==> config.mk <==
export PLATFORM = sky130hd
export DESIGN_NAME = mst_req_queue
export DESIGN_NICKNAME = d
export VERILOG_FILES = /design/src/rtl/mst_req_queue.sv
export SDC_FILE = /design/constraint.sdc
export NUM_CORES = 1
export LEC_CHECK = 0
export ABC_AREA = 1
export CAP_MARGIN = 5
export CORE_UTILIZATION = 48
export CTS_BUF_LIST = sky130_fd_sc_hd__clkbuf_16
export DETAILED_ROUTE_END_ITERATION = 10
export PLACE_DENSITY_LB_ADDON = 0.25
export SLEW_MARGIN = 20
export SYNTH_ARGS = -nofsm -noshare
export SYNTH_HDL_FRONTEND = slang
export SYNTH_HIERARCHICAL = 1
export SYNTH_SLANG_ARGS = --single-unit
==> constraint.sdc <==
create_clock -name clk -period 7 [get_ports clk]
set_clock_uncertainty 0.05 [all_clocks]
set_input_delay 1.75 -clock clk [delete_from_list [all_inputs] [get_ports clk]]
set_output_delay 1.75 -clock clk [all_outputs]
set_load 0.05 [all_outputs]
==> src/rtl/mst_req_queue.sv <==
// mst_req_queue: buffers requester transactions in a DEPTH-entry FIFO and issues them one at a time to a crossbar master port.
// Latency: push into an idle, empty queue raises req after 2 edges; ack at edge M puts the next head on the bus and rsp_valid after edge M.
// Backpressure: in_ready drops while DEPTH entries are queued; req fields hold until ack (or, with MRQ_TIMEOUT_EN, until TIMEOUT cycles pass).

// Generic pointer-based FIFO; head entry is visible combinationally.
module mst_req_fifo #(
   parameter int DEPTH = 4,
   parameter int W     = 8
) (
   input  logic                    clk,
   input  logic                    reset,
   input  logic                    push_vld,
   input  logic [W-1:0]            push_dat,
   input  logic                    pop,
   output logic [W-1:0]            head_dat,
   output logic                    empty,
   output logic                    full,
   output logic [$clog2(DEPTH):0]  count
);
   localparam int PW = $clog2(DEPTH);

   logic [W-1:0] mem [DEPTH];
   logic [PW:0]  wr_ptr;
   logic [PW:0]  rd_ptr;

   // Extra pointer MSB distinguishes full from empty when the index bits match.
   assign empty    = (wr_ptr == rd_ptr);
   assign full     = (wr_ptr[PW] != rd_ptr[PW]) && (wr_ptr[PW-1:0] == rd_ptr[PW-1:0]);
   assign count    = wr_ptr - rd_ptr;
   assign head_dat = mem[rd_ptr[PW-1:0]];

   // Pointer update; both pointers wrap naturally modulo 2*DEPTH.
   always_ff @(posedge clk or posedge reset) begin
      if (reset) begin
         wr_ptr <= '0;
         rd_ptr <= '0;
      end else begin
         if (push_vld && !full) wr_ptr <= wr_ptr + 1'b1;
         if (pop && !empty)     rd_ptr <= rd_ptr + 1'b1;
      end
   end

   // Storage write; contents need no reset since the pointers gate visibility.
   always_ff @(posedge clk) begin
      if (push_vld && !full) mem[wr_ptr[PW-1:0]] <= push_dat;
   end
endmodule

module mst_req_queue #(
   parameter int DEPTH   = 4,
   parameter int AW      = 32,
   parameter int DW      = 32,
   parameter int TIMEOUT = 64
) (
   input  logic                    clk,
   input  logic                    reset,
   input  logic                    in_valid,
   output logic                    in_ready,
   input  logic [AW-1:0]           in_addr,
   input  logic                    in_cmd,
   input  logic [DW-1:0]           in_wdata,
   output logic                    req,
   output logic [AW-1:0]           addr,
   output logic                    cmd,
   output logic [DW-1:0]           wdata,
   input  logic                    ack,
   input  logic [DW-1:0]           rdata,
   output logic                    rsp_valid,
   output logic [DW-1:0]           rsp_rdata,
   output logic                    rsp_err,
   output logic [$clog2(DEPTH):0]  level
);
   if (DEPTH < 2 || (DEPTH & (DEPTH - 1)) != 0 || TIMEOUT < 1) begin : g_bad_param
      $error("mst_req_queue: DEPTH must be a power of two >= 2 and TIMEOUT >= 1");
   end

   typedef struct packed {
      logic [AW-1:0] addr;
      logic          cmd;
      logic [DW-1:0] wdata;
   } txn_t;

   typedef enum logic {IDLE, BUSY} state_t;

   state_t state;
   state_t state_nxt;
   txn_t   push_dat;
   txn_t   head_dat;
   logic   fifo_empty;
   logic   fifo_full;
   logic   push;
   logic   pop;
   logic   done;
   logic   timeout_hit;

   assign push_dat = '{addr: in_addr, cmd: in_cmd, wdata: in_wdata};
   assign in_ready = !fifo_full;
   assign push     = in_valid && in_ready;
   assign req      = (state == BUSY);

   // A transfer ends on ack; a timeout abort ends it the same way.
   assign done = (state == BUSY) && (ack || timeout_hit);
   // Load a new head when idle, or back-to-back as the current transfer ends.
   assign pop  = !fifo_empty && ((state == IDLE) || done);

   mst_req_fifo #(.DEPTH(DEPTH), .W($bits(txn_t))) u_fifo (
      .clk      (clk),
      .reset    (reset),
      .push_vld (push),
      .push_dat (push_dat),
      .pop      (pop),
      .head_dat (head_dat),
      .empty    (fifo_empty),
      .full     (fifo_full),
      .count    (level)
   );

`ifdef MRQ_TIMEOUT_EN
   localparam int TW = $clog2(TIMEOUT + 1);

   logic [TW-1:0] to_cnt;
   logic          rsp_err_q;

   // Abort on the BUSY cycle that would bring the no-ack count up to TIMEOUT; ack wins.
   assign timeout_hit = (state == BUSY) && !ack && (to_cnt == TW'(TIMEOUT - 1));
   assign rsp_err     = rsp_err_q;

   // Count BUSY cycles without ack; every newly loaded transaction starts from zero.
   always_ff @(posedge clk or posedge reset) begin
      if (reset) begin
         to_cnt <= '0;
      end else if (pop) begin
         to_cnt <= '0;
      end else if ((state == BUSY) && !ack) begin
         to_cnt <= to_cnt + 1'b1;
      end
   end
`else
   assign timeout_hit = 1'b0;
   assign rsp_err     = 1'b0;
`endif

   // FSM state register.
   always_ff @(posedge clk or posedge reset) begin
      if (reset) state <= IDLE;
      else       state <= state_nxt;
   end

   // Next state: stay BUSY while there is a follow-on transaction to issue.
   always_comb begin
      state_nxt = state;
      case (state)
         IDLE:    if (!fifo_empty)            state_nxt = BUSY;
         BUSY:    if (done && fifo_empty)     state_nxt = IDLE;
         default:                             state_nxt = IDLE;
      endcase
   end

   // Crossbar-side registers: loaded only on pop, so fields stay stable while waiting.
   always_ff @(posedge clk or posedge reset) begin
      if (reset) begin
         addr  <= '0;
         cmd   <= 1'b0;
         wdata <= '0;
      end else if (pop) begin
         addr  <= head_dat.addr;
         cmd   <= head_dat.cmd;
         wdata <= head_dat.wdata;
      end
   end

   // Response: one-cycle pulse after a read ack (or after an abort); write acks stay silent.
   always_ff @(posedge clk or posedge reset) begin
      if (reset) begin
         rsp_valid <= 1'b0;
         rsp_rdata <= '0;
`ifdef MRQ_TIMEOUT_EN
         rsp_err_q <= 1'b0;
`endif
      end else begin
         rsp_valid <= 1'b0;
`ifdef MRQ_TIMEOUT_EN
         rsp_err_q <= 1'b0;
`endif
         if ((state == BUSY) && ack && !cmd) begin
            rsp_valid <= 1'b1;
            rsp_rdata <= rdata;
         end
`ifdef MRQ_TIMEOUT_EN
         else if (timeout_hit) begin
            rsp_valid <= 1'b1;
            rsp_rdata <= '0;
            rsp_err_q <= 1'b1;
         end
`endif
      end
   end
endmodule

==> metrics, run 1 <==
status=finished, final reports clean; die width=about 180 um; Synth Instances=about 1100; hpwl dp=17.7 mm; Fin. Hold Viols=0; vias per cell=5.29; Min-Delay Path Class=reg2reg; via count=roughly 9000; prevailing post-synth register cell=edfxtp_1; vias in the first global route=between 9000 and 10000; Sw Ratio=roughly 43%; Initial DRC Count=roughly 700; post-CTS setup buffer count=0; grt total ovfl=0; clock buffer depth=3; synth-to-layout area growth=22.7%; die height=176 um; max-slew violations=0; leak pwr=between 6 and 7 nW; pin slew with the least headroom to its limit=between 1000 and 1500 ps; Multi-input gate area=0.00357 mm^2; port bufs=203; synth unique cells=27; Peak Freq=~210 MHz; CTS buffer count=37; unrepaired setup endpoints after global routing=no; fill count=roughly 2300; CTS Root Cell=clkbuf_16; Internal=5.31 mW; Initial Util=about half; syn_nets=roughly 1200; # IOs=205; die area=0.0310 mm^2; FP Rows=63; final antenna diode count=0; endpoints failing setup=0; Mean Syn Cell Area=approximately 13 um^2; final period utilization=between 60% and 70%; P_sw=~4.0 mW; Setup CP Type=reg2out; clock share of power=between 10% and 20%; Post-Synthesis Cell Area=between 0.01 and 0.015 mm^2; relative slew slack=roughly a quarter; Async SR Flop Fraction=28.8%; TritonCTS clock tree=built; All-Layer GR Usage=just over 20%; first-pass GRT wire length=around 50 mm; CP required=between 5000 and 6000 ps; sequential share of power=between 30% and 40%; number of synthesized flops with an enable pin=between 200 and 300; total power=9.29 mW; placer congestion estimate=about 0.76; Routed Antenna Nets=0; clock sink count=around 370; post-cts sizing count=0; fin nets=1419; Comb pwr share=between 40 and 50%; Reg clk slew, reported paths=60 ps; Hold WS=between 400 and 500 ps; Tmin final=4800 ps; TNS Setup=0 ps; max-capacitance violation count=0; critical path fanouts, max=49; share of cells above drive strength 1=between 10% and 20%; startpoint types=register; CORE AREA=0.0297 mm^2; antenna violations before repair=2; CP endpoint kind=output pin; wire length per cell=between 15 and 20 um; Residual DRC=0; Yosys reg bits=about 370; largest net degree at the start of global routing=slightly above 90; Peak VDD IR=335 uV; Worst EP arrival=approximately 3000 ps; fraction of the yosys area taken by sequential cells=between 70% and 80%; drt total wl=roughly 32 mm; H-tree Lvls=2; Detailed Routing Iterations Pass 1=5; FF+latch area=approximately 0.010 mm^2; CTS Hold Bufs=0; pwr dens=521 mW/mm^2; insertion delay to the later sink of the worst-skew pair=approximately 520 ps; Synth warnings=6
path summary, 6_finish.rpt:
path / start / to / slack (ps) / depth (start not counted)
min in group asynchronous: reset / u_fifo/wr_ptr[2]$_DFFE_PP0P_ / 1520 / 2
min: addr[26]$_DFFE_PP0P_ / addr[26]$_DFFE_PP0P_ / 420 / 2
max in group asynchronous: reset / rsp_rdata[20]$_DFFE_PP0P_ / 4110 / 3
max: u_fifo/rd_ptr[0]$_DFFE_PP0P_ / level[2] / 2200 / 5
max reg2reg: u_fifo/rd_ptr[0]$_DFFE_PP0P_ / u_fifo/mem[1][26]$_DFFE_PP_ / 3220 / 9
min reg2reg: addr[26]$_DFFE_PP0P_ / addr[26]$_DFFE_PP0P_ / 420 / 2
power groups by stage:
stage | clock (mW) | combinational (mW) | sequential (mW)
detailed placement | 0 | 4.16 | 3.39
finish | 1.81 | 4.13 | 3.34
global route | 1.94 | 4.46 | 3.41
global placement | 0 | 4.10 | 3.37
floorplan | 0 | 2.05 | 4.31
CTS | 1.85 | 4.18 | 3.35
kinds of logic after synthesis:
family	Yosys count	synth area share (%)
and+or+nand+nor	461	14.4
xor gates and xnor gates	2	0.120
AOI/OAI and AO/OA	195	8.92
adders and majority gates	8	0.740
DFF	365	71.7
buffers and inverters	94	4.04
other	1	0.0258
state kept, by name (all words and copies together), names as in the netlist:
name,flops
addr,32
cmd,1
req,1
rsp_rdata,32
rsp_valid,1
u_fifo/mem,260
u_fifo/rd_ptr,3
u_fifo/wr_ptr,3
wdata,32
metal layers:
metal  vias to the layer above  routed length [um]  global-route usage (%)
met5                         -                  27                       0
met4                         4                 648                    5.98
met3                        59                2160                    4.18
met2                       300               15400                    35.0
met1                      4473               13700                    27.1
li1                       4313                   -                       -
final cells by class:
type | count | area share, %
clock buffers | 40 | 5.61
clock inverters | 28 | 0.708
inverters | 24 | 0.554
multi-input cells | 667 | 20.0
flip-flops and latches | 365 | 58.5
well taps | 390 | 2.73
repair buffers | 215 | 11.9
stage by stage:
| stage | area [um^2] | utilization [%] | worst slack, ps | std cells |
|---|---|---|---|---|
| finish | 17800 | 60.1 | 2200 | 1729 |
| global route | 17800 | 60.1 | 2060 | 1729 |
| CTS | 17800 | 60.1 | 2150 | 1729 |
| detailed placement | 16700 | 56.3 | 2490 | 1661 |
| global placement | 16700 | 56.2 | 2510 | 1661 |
| floorplan | 14600 | - | 1650 | 1126 |
critical path, cell delays in order, from the launching register on:
cell             delay (ps)
dfrtp_4                 780
ha_1                    240
inv_1                    50
fa_1                    430
xnor2_1                 160
clkdlybuf4s50_1         840
cell usage in the layout (no fill, tap or decap), types with 29 or more instances in the layout:
cell type and n:
edfxtp_1 260, nand2_1 250, clkdlybuf4s50_1 203, o21ai_0 106, dfrtp_1 103, nor2_1 95
nand3_1 73, nor2_4 40, clkbuf_16 40, o22ai_2 36, inv_1 29, o22ai_1 29
synth_stat cells (2+ instances only):
cell type    n  share of area [%]
nand3_1     74                2.5
o22ai_1     29                1.2
dfrtp_1    105                 18
o21ai_0    106                3.6
o22ai_2     36                3.1
nor2_1      98                2.5
buf_12       5               0.69
inv_1       20               0.52
nand2_2      2              0.086
edfxtp_1   260                 54
nor2_4      36                2.8
buf_2       26               0.89
buf_4       11               0.57
nand2_1    250                6.4
clkbuf_1    18               0.46
buf_6       10               0.77
o21ai_2      4               0.24
o21ai_1     20               0.69
ha_1         7               0.60
inv_2        2              0.052
No activity file was read; power rests on OpenSTA's default activity.
==> inputs of run 2 (changes only) <==
==> constraint.sdc (replaced) <==
create_clock -name clk -period 4.35 [get_ports clk]
set_clock_uncertainty 0.05 [all_clocks]
set_input_delay 1.0875 -clock clk [delete_from_list [all_inputs] [get_ports clk]]
set_output_delay 1.0875 -clock clk [all_outputs]
set_load 0.05 [all_outputs]
==> metrics, run 2 (same netlist as run 1, synthesis figures left out) <==
startpoint types=register (unchanged); fin nets=1426 (was 1419); status=finished, final reports clean (unchanged); flip-flop count of the largest register after layout=260 (unchanged); antenna violations before repair=4 (was 2); Routed Antenna Nets=0 (unchanged); # IOs=205 (unchanged); leak pwr=6.96 nW (was 6.84 nW); vias per cell=5.23 (was 5.29); Peak VDD IR=472 uV (was 335 uV); Detailed Routing Iterations Pass 1=7 (was 5); most frequent cells in the layout=edfxtp_1, nand2_1, clkdlybuf4s50_1 (unchanged); most used cell, CP=buf_4; endpoints failing setup=0 (unchanged); Tmin final=around 3500 ps; wire length per cell=17.9 um (was 18.5 um); CP required=3210 ps (was 5200 ps); Peak Freq=roughly 290 MHz; hpwl dp=18.0 mm (was 17.7 mm); Multi-input gate area=0.00356 mm^2 (was 0.00357 mm^2); clock buffer depth=3 (unchanged); Fin. Hold Viols=0 (unchanged); FP Rows=63 (unchanged); commonest non-fill, non-tap cell in the layout=edfxtp_1 (unchanged); hold depth=2 (unchanged); critical path's top delay family=buffers and inverters (unchanged); hold endpoint=wdata[10]$_DFFE_PP0P_ (was addr[26]$_DFFE_PP0P_); Initial DRC Count=605 (was 698); insertion delay to the later sink of the worst-skew pair=510 ps (was 520 ps); CTS Root Cell=clkbuf_16 (unchanged); final antenna diode count=0 (unchanged); CP endpoint kind=output pin (unchanged); Setup CP Type=reg2out (unchanged); H-tree Lvls=2 (unchanged); worst slack, placed=1050 ps (was 2490 ps); TritonCTS clock tree=built (unchanged); TNS Setup=0 ps (unchanged); max-capacitance violation count=0 (unchanged); Reg2Reg Setup Slack=1510 ps (was 3220 ps); die height=176 um (unchanged); synth-to-layout area growth=24.3% (was 22.7%); WP depth=4 (was 5); placer congestion estimate=0.766 (was 0.759); max-slew violations=0 (unchanged); largest net degree at the start of global routing=91 (unchanged); grt total ovfl=0 (unchanged); Initial Util=49.0% (unchanged); relative slew slack=40.6% (was 26.6%); pin slew with the least headroom to its limit=891 ps (was 1100 ps); die width=176 um (unchanged); r2r worst-path depth=10 (was 9); Worst EP arrival=2350 ps (was 3000 ps); final worst slack=860 ps (was 2200 ps); total power=15.3 mW (was 9.29 mW); Final Util=60.9% (was 60.1%); Crit path largest cell delay=650 ps (was 840 ps); Reg clk slew, reported paths=60 ps (about the same); CORE AREA=0.0297 mm^2 (unchanged); pwr dens=846 mW/mm^2 (was 521 mW/mm^2); crit-path cells=inv_2, buf_4, fa_1, buf_4 (was ha_1, inv_1, fa_1, xnor2_1, clkdlybuf4s50_1); critical path fanouts, max=66 (was 49); first-pass GRT wire length=49.0 mm (was 49.6 mm); drt total wl=31.1 mm (was 32.0 mm); port bufs=203 (unchanged); unrepaired setup endpoints after global routing=no (unchanged); R2R Path End=u_fifo/mem[0][14]$_DFFE_PP_ (was u_fifo/mem[1][26]$_DFFE_PP_); reg2reg start=u_fifo/wr_ptr[0]$_DFFE_PP0P_ (was u_fifo/rd_ptr[0]$_DFFE_PP0P_); CP bufs+invs=3 (was 2); final period utilization=80.2%; via count=9086 (was 9149); FF+latch area=0.0104 mm^2 (unchanged); CTS buffer count=38 (was 37); Min-Delay Path Class=reg2reg (unchanged); fill count=2292 (was 2313); post-cts sizing count=0 (unchanged); Residual DRC=0 (unchanged); die area=0.0310 mm^2 (unchanged); All-Layer GR Usage=20.5% (was 20.7%); post-CTS setup buffer count=0 (unchanged); share of cells above drive strength 1=12.5% (was 11.3%); CTS Hold Bufs=0 (unchanged); Worst Hold Launch=wdata[10]$_DFFE_PP0P_ (was addr[26]$_DFFE_PP0P_); clock sink count=365 (unchanged); crit path max-delay cell type=buf_4 (was clkdlybuf4s50_1); Hold WS=422 ps (about the same); vias in the first global route=9142 (was 9086)
## run 2: changes by cell type in the layout (fill, tap and decap cells not counted), moves of 2 or more
cell / previous run / this run
clkinv_4: 0 / 2
inv_2: 3 / 5
bufinv_16: 0 / 4
buf_12: 0 / 6
clkinv_1: 9 / 5
inv_1: 29 / 26
clkinv_2: 5 / 7
clkdlybuf4s50_1: 203 / 200
buf_4: 12 / 15
## run 2: final cells by class
cell class,instances,area share [%]
clock inverter,29,1.32
tap,390,2.70
clock buffer,41,5.67
inverter,24,0.547
multi-input combinational,667,19.7
timing repair buffer,221,12.4
sequential,365,57.7
## run 2: worst max path at each step
stage / start / endpoint / slack [ps]
final: u_fifo/rd_ptr[1]$_DFFE_PP0P_ / level[1] / 860
after detailed placement: in_valid / u_fifo/mem[0][26]$_DFFE_PP_ / 1050
after CTS: u_fifo/rd_ptr[1]$_DFFE_PP0P_ / level[1] / 820
after global placement: in_valid / u_fifo/mem[0][25]$_DFFE_PP_ / 1080
after global routing: u_fifo/rd_ptr[1]$_DFFE_PP0P_ / level[1] / 770
after floorplan: u_fifo/rd_ptr[1]$_DFFE_PP0P_ / u_fifo/mem[0][0]$_DFFE_PP_ / -670
## run 2: routing by layer
| metal | wire length [um] | share of wire (%) | GRT usage, % | up-vias |
|---|---|---|---|---|
| met4 | 760 | 2.4 | 6.99 | 8 |
| met2 | 14600 | 47 | 33.1 | 297 |
| li1 | - | - | - | 4319 |
| met3 | 2290 | 7.4 | 4.52 | 62 |
| met1 | 13400 | 43 | 27.4 | 4400 |
| met5 | 56 | 0.18 | 0 | - |
## run 2: power by group
part / internal [mW] / leakage (nW) / switching, mW / total (mW)
sequential: 4.89 / 3.66 / 0.421 / 5.31
clock: 1.94 / 0.656 / 1.28 / 3.22
combinational: 2.07 / 2.64 / 4.71 / 6.78
total: 8.90 / 6.96 / 6.41 / 15.3
## run 2: per-stage QoR
stage                     cell area, um^2  cells
after global routing                18100   1737
after global placement              16800   1667
final                               18100   1737
after floorplan                     14600   1126
after detailed placement            16800   1667
after CTS                           18100   1737
## run 2: worst register-to-register path, cell delays in order (launching register included)
cell	delay, ps
dfrtp_1	390
inv_1	110
ha_1	320
nand2_1	80
clkinv_1	70
nand3_1	170
inv_1	80
nor2_1	230
nand2_1	270
nor2_4	210
buf_4	490
